===== config.mk =====
export PLATFORM = sky130hd
export DESIGN_NAME = sipo_frame_ctrl
export DESIGN_NICKNAME = d
export VERILOG_FILES = /design/src/rtl/sipo_ctrl_pkg.sv /design/src/rtl/sipo_shift.sv /design/src/rtl/sipo_frame_ctrl.sv
export SDC_FILE = /design/constraint.sdc
export NUM_CORES = 1
export LEC_CHECK = 0
export ABC_AREA = 1
export BUFFER_PORTS_ARGS = -buffer_cell sky130_fd_sc_hd__buf_2
export CORE_MARGIN = 8
export CORE_UTILIZATION = 51
export DETAILED_ROUTE_END_ITERATION = 10
export GPL_TIMING_DRIVEN = 0
export PLACE_DENSITY = 0.74
export SYNTH_ARGS = -nofsm -noshare
export SYNTH_HDL_FRONTEND = slang
export SYNTH_SLANG_ARGS = --single-unit

===== constraint.sdc =====
create_clock -name clk -period 1.6 [get_ports clk]
set_clock_uncertainty 0.15 [all_clocks]
set_input_delay 0.16 -clock clk [delete_from_list [all_inputs] [get_ports clk]]
set_output_delay 0.16 -clock clk [all_outputs]
set_load 0.01 [all_outputs]

===== src/rtl/sipo_ctrl_pkg.sv =====
// Shared types for the serial frame controller.
// FSM state encoding and serial line bit levels.
package sipo_ctrl_pkg;

    typedef enum logic [1:0] {
        IDLE   = 2'd0,
        SHIFT  = 2'd1,
        PARITY = 2'd2,
        STOP   = 2'd3
    } state_t;

    localparam logic START_BIT = 1'b0;
    localparam logic STOP_BIT  = 1'b1;

endpackage


===== src/rtl/sipo_shift.sv =====
// Serial-in/parallel-out shift register, MSB received first.
// Ports: clk, rst (async active-low), shift_en, clr (sync), din -> q[WIDTH-1:0].
module sipo_shift #(
    parameter int WIDTH = 4
) (
    input  logic             clk,
    input  logic             rst,
    input  logic             shift_en,
    input  logic             clr,
    input  logic             din,
    output logic [WIDTH-1:0] q
);

    always_ff @(posedge clk or negedge rst) begin
        if (!rst) begin
            q <= '0;
        end else if (clr) begin
            q <= '0;
        end else if (shift_en) begin
            q <= {q[WIDTH-2:0], din};
        end
    end

endmodule


===== src/rtl/sipo_frame_ctrl.sv =====
// Frame controller: start detect, WIDTH data bits, stop check, valid/ready output.
// Ports: clk, rst (async active-low), in, bit_en, out_ready, clr_err ->
//   out_data, out_valid, busy, frame_err, overrun [, parity_err].
// Optional macro PARITY_CHECK_EN adds an even-parity bit and parity_err.
module sipo_frame_ctrl
    import sipo_ctrl_pkg::*;
#(
    parameter int WIDTH = 4
) (
    input  logic             clk,
    input  logic             rst,
    input  logic             in,
    input  logic             bit_en,
    input  logic             out_ready,
    input  logic             clr_err,
    output logic [WIDTH-1:0] out_data,
    output logic             out_valid,
    output logic             busy,
    output logic             frame_err,
    output logic             overrun
`ifdef PARITY_CHECK_EN
    ,
    output logic             parity_err
`endif
);

    localparam int CW = $clog2(WIDTH + 1);

    state_t         state, state_nx;
    logic [CW-1:0]  cnt, cnt_nx;
    logic           shift_en;
    logic           clr;
    logic           commit;
    logic           bad_stop;
    logic           drop;
    logic [WIDTH-1:0] word;

`ifdef PARITY_CHECK_EN
    logic par_bad, par_bad_nx;
    logic par_pulse;
`endif

    sipo_shift #(.WIDTH(WIDTH)) u_shift (
        .clk      (clk),
        .rst      (rst),
        .shift_en (shift_en),
        .clr      (clr),
        .din      (in),
        .q        (word)
    );

    always_ff @(posedge clk or negedge rst) begin
        if (!rst) begin
            state <= IDLE;
            cnt   <= '0;
        end else begin
            state <= state_nx;
            cnt   <= cnt_nx;
        end
    end

    always_comb begin
        state_nx = state;
        cnt_nx   = cnt;
        shift_en = 1'b0;
        clr      = 1'b0;
        commit   = 1'b0;
        bad_stop = 1'b0;
`ifdef PARITY_CHECK_EN
        par_bad_nx = par_bad;
        par_pulse  = 1'b0;
`endif
        if (bit_en) begin
            unique case (state)
                IDLE: begin
                    if (in == START_BIT) begin
                        state_nx = SHIFT;
                        cnt_nx   = '0;
                        clr      = 1'b1;
`ifdef PARITY_CHECK_EN
                        par_bad_nx = 1'b0;
`endif
                    end
                end
                SHIFT: begin
                    shift_en = 1'b1;
                    cnt_nx   = cnt + 1'b1;
                    if (cnt == CW'(WIDTH - 1)) begin
`ifdef PARITY_CHECK_EN
                        state_nx = PARITY;
`else
                        state_nx = STOP;
`endif
                    end
                end
                PARITY: begin
`ifdef PARITY_CHECK_EN
                    // even parity: data plus parity bit must XOR to 0
                    par_bad_nx = ^{word, in};
                    par_pulse  = ^{word, in};
                    state_nx   = STOP;
`else
                    state_nx   = IDLE;
`endif
                end
                STOP: begin
                    if (in == STOP_BIT) begin
`ifdef PARITY_CHECK_EN
                        commit = !par_bad;
`else
                        commit = 1'b1;
`endif
                    end else begin
                        bad_stop = 1'b1;
                    end
                    state_nx = IDLE;
                end
                default: state_nx = IDLE;
            endcase
        end
    end

`ifdef PARITY_CHECK_EN
    always_ff @(posedge clk or negedge rst) begin
        if (!rst) begin
            par_bad    <= 1'b0;
            parity_err <= 1'b0;
        end else begin
            par_bad    <= par_bad_nx;
            parity_err <= par_pulse;
        end
    end
`endif

    // a good frame is lost when the previous word is still held unconsumed
    assign drop = commit && out_valid && !out_ready;
    assign busy = (state != IDLE);

    always_ff @(posedge clk or negedge rst) begin
        if (!rst) begin
            out_data  <= '0;
            out_valid <= 1'b0;
            frame_err <= 1'b0;
            overrun   <= 1'b0;
        end else begin
            frame_err <= bad_stop;
            if (commit && !drop) begin
                out_data  <= word;
                out_valid <= 1'b1;
            end else if (out_valid && out_ready) begin
                out_valid <= 1'b0;
            end
            if (drop) begin
                overrun <= 1'b1;
            end else if (clr_err) begin
                overrun <= 1'b0;
            end
        end
    end

endmodule

Word level (Yosys, flattened, before mapping):

Index checks and enable logic that the tools add are counted.

* bits of input ports: 6
* output and inout port bits: 8
* register bits after elaboration: 16

* reductions and logical operators: 15
* equal/unequal tests: 6
* muxes and demuxes: 21
* add/subtract/negate cells: 1

Operators by type and width (number)
* $mux W1: 14
* $reduce_bool A2 Y1: 5
* $mux W4: 2
* $pmux W2 S3: 1
* $pmux W3 S2: 1
* $reduce_and A3 Y1: 2
* $eq A2 B2 Y1 const B: 2
* $logic_and A1 B1 Y1: 4
* $mux W2: 2
* $ne A2 B2 Y1 const B: 2
* $add A3 B1 Y3 const B: 1
* $eq A3 B2 Y1 const B: 1
* $mux W3: 1
* $eq A2 B1 Y1 const B: 1
* $logic_not A1 Y1: 2
* $logic_not A2 Y1: 1
* $reduce_or A2 Y1: 1

Depth between registers and ports, before layout:

* depth in word-level cells: 8
* mapped depth: 6
* depth with buffers taken out: 5

By module:

From an unflattened synthesis, not the netlist that was laid out.

* cell total of the unflattened synthesis: 90
* area, all modules: 734.5 µm²

By module, submodules not included
* sipo_frame_ctrl: seq. area each 300.3 µm², area an instance 574.3 µm², cells an instance 72, instances 1
* sipo_shift: seq. area each 100.1 µm², area an instance 160.2 µm², cells an instance 18, instances 1

Worst setup path before layout:

OpenSTA, ideal clock, no wires.

* path kind: register -> register
* start: reg cnt[0]
* end: reg cnt[2]
* required time: 1.385 ns
* slack: 0.238 ns
* clock period less this slack: 1.362 ns
* data arrival time: 1.147 ns
* library setup time: 0.065 ns
* buffers on the path: 0
* cell stages (with the launch flop): 5
* cell sequence: dfrtp_1 -> ha_1 -> ha_1 -> or2_2 -> nand2_1

* cells in the longest elaborated chain, start to end: 2

RTL lines
* from (decl): RTL line sipo_frame_ctrl.sv:30 `logic [CW-1:0] cnt, cnt_nx;`
* from (signal assigned): RTL line sipo_frame_ctrl.sv:58 `cnt <= cnt_nx;`
* $add A3 B1 Y3: RTL line sipo_frame_ctrl.sv:87 `cnt_nx = cnt + 1'b1;`
* $pmux W3 S2: RTL line sipo_frame_ctrl.sv:74 `unique case (state)`

No other way between the ends.
A chain may end at the register's enable or synchronous reset.

Final worst setup path:

Same ends and word-level chain as after synthesis.

==> run summary <==
status: finished clean
Mapped Nets: 85
yosys warns: 0
syn avg cell area: 9.08 sq um
number of global-route vias before repair: 551
Worst Setup SP: cnt[0]
Congestion Overflow GR: 0
Worst EP required: 1.68 ns
data arrival time of the worst path: 1.51 ns
clk slew on worst S/H paths: 0.09 ns
Crit Reg-Reg Startpoint: cnt[0]
cts repair resizes: 0
FILL cells: 109
PortBufs: 13
Power Density: 1370 mW/mm^2
Antenna diodes: 0
Final min period: 1.43 ns
hold_buf cts: 4
area grow syn2layout: 22.9%
CP endpoint: cnt[2]
GRT Total Usage: 0.108
FP Rows: 13
Std-Cell Core Area: 0.00128 sq mm
final hold vios: 0
CP startpoint kind: flip-flop
I/O pin cnt: 14
hold path startpoint: out_ready
DR vias/cell: 4.93
Max Root-Sink Buffers: 2
Syn Inst Count: 77
CP max FO: 3
CTS tree: yes
Hold WC Path Type: input port to flip-flop
Min Hold Slack: 0.147 ns
# DRC: 0
R2R setup slack: 0.17 ns
top cells by area, synth: dfrtp_1, nand2_1, nand3_1
CP Capture Type: flip-flop
R2R depth: 4
Yosys reg bits: 16
vias: 557
HPWL after DPL: 925 microns
wire per inst: 11.3 microns
post-synth top area share: 0.572
Design Area, Final: 860 sq um
Synth cell types: 15
Final Max Slew Viols: 0
Chip Width: 53.0 microns
post-CTS setup buffers: 0
Peak VDD IR: 709 uV
H-tree depth: 1
share of cells above drive strength 1: 0.245
Setup Total Neg Slack: 0 ns
Placer Congestion: 0.727
total routed wirelength: 1.28 mm
f_max: 698 MHz
TritonCTS Sinks: 16
TritonRoute pass-1 iters: 4
nets: 107
# setup viols final: 0
Die Height: 53.0 microns
Yosys top cell by area: dfrtp_1
global-route wire length before repair: 2.26 mm
register area share after synthesis: 0.572
die area: 0.00281 sq mm
Max Cap Viol: 0
antenna violations before repair: 0
largest net degree at the start of global routing: 17
Root Driver: clkbuf_4
Max-slew headroom: 0.767
Placed Area: 783 sq um
r2r endpoint: cnt[2]
crit share post-route: 0.896
clk_lat worst skew: 0.29 ns
RSZ-0062 raised after global routing: false
Mapped Area: 699 sq um
critical path class: flip-flop to flip-flop
initial DRC count: 13
Worst-Margin Slew: 0.350 ns
antenna viol nets, final: 0
initial core utilization: 0.544
Num CTS Buffers: 3
P_leak: 0.496 nW
-- layout by cell type, fill, tap and decap left out --
cell type,netlist,routed
nand2_1,28,28
clkbuf_8,0,1
o21ai_0,2,2
or2_0,1,1
inv_2,2,2
ha_1,2,2
buf_2,0,13
or2_2,1,1
clkbuf_4,0,3
nor2_1,2,2
nand3_1,12,12
inv_1,6,6
nor3_1,1,1
nand3_2,1,1
buf_6,1,1
dfrtp_1,16,16
dlygate4sd3_1,0,4
nand2_4,1,1
nor2_4,1,1
-- power by group --
group	switching [W]	internal [W]
Combinational	0.000179	0.000133
Clock	0.000127	0.000139
Sequential	0.0000826	0.000520
Total	0.000389	0.000792
-- worst max-delay path, cell delays in order, from the launching register on --
cell	delay, ns
dfrtp_1	0.41
ha_1	0.21
ha_1	0.26
or2_2	0.29
nand2_1	0.07
-- layout make-up --
class,instances,area (sq um),share of cell area
Multi-Input combinational cell,52,258,0.300
Buffer,1,11.3,0.0131
Clock buffer,4,36.3,0.0422
Timing Repair Buffer,17,105,0.122
Sequential cell,16,400,0.466
Tap cell,15,18.8,0.0218
Inverter,8,30.0,0.0349
-- per-layer routing --
layer,routed length [microns],track usage,vias up
li1,-,-,286
met1,545,0.116,251
met2,591,0.178,15
met3,100,0.0280,5
met4,40,0.0776,0
met5,0,0,-
-- how the worst min path moves through the flow --
stage	to	slack [ns]	cells after the start
2_1_floorplan	cnt[0]	-0.29	0
3_3_place_gp	state[0]	-0.06	1
3_5_place_dp	state[0]	-0.06	1
4_1_cts	state[0]	0.15	2
5_1_grt	out_valid	0.18	4
6_report	out_valid	0.15	4
-- sequential cells by signal, summed over array words and instances (netlist names) --
register	cells
frame_err	1
overrun	1
state	2
out_data	4
cnt	3
u_shift.q	4
out_valid	1
-- cell usage after synthesis, drive strengths merged --
cell type	count
buf	1
nand3	13
nand2	29
dfrtp	16
nor3	1
inv	8
or2	2
nor2	3
ha	2
o21ai	2
-- kinds of logic after synthesis --
| logic type | count (synthesis) | synth area share |
|---|---|---|
| adder cells (fa/ha/maj) | 2 | 0.0358 |
| AND/OR/NAND/NOR | 48 | 0.318 |
| buffers and inverters | 9 | 0.0590 |
| flip-flops | 16 | 0.572 |
| AO/OA/AOI/OAI | 2 | 0.0143 |
-- through the flow --
step	setup slack [ns]	utilization	cells	total power, W
final	0.167	0.669	113	0.00118
after floorplan	0.238	-	77	0.000811
after detailed placement	0.186	0.610	105	0.000919
after global routing	0.123	0.669	113	0.00127
after CTS	0.165	0.669	113	0.00119
after global placement	0.202	0.610	105	0.000899
Note: power is estimated with default switching activity, not from simulation.
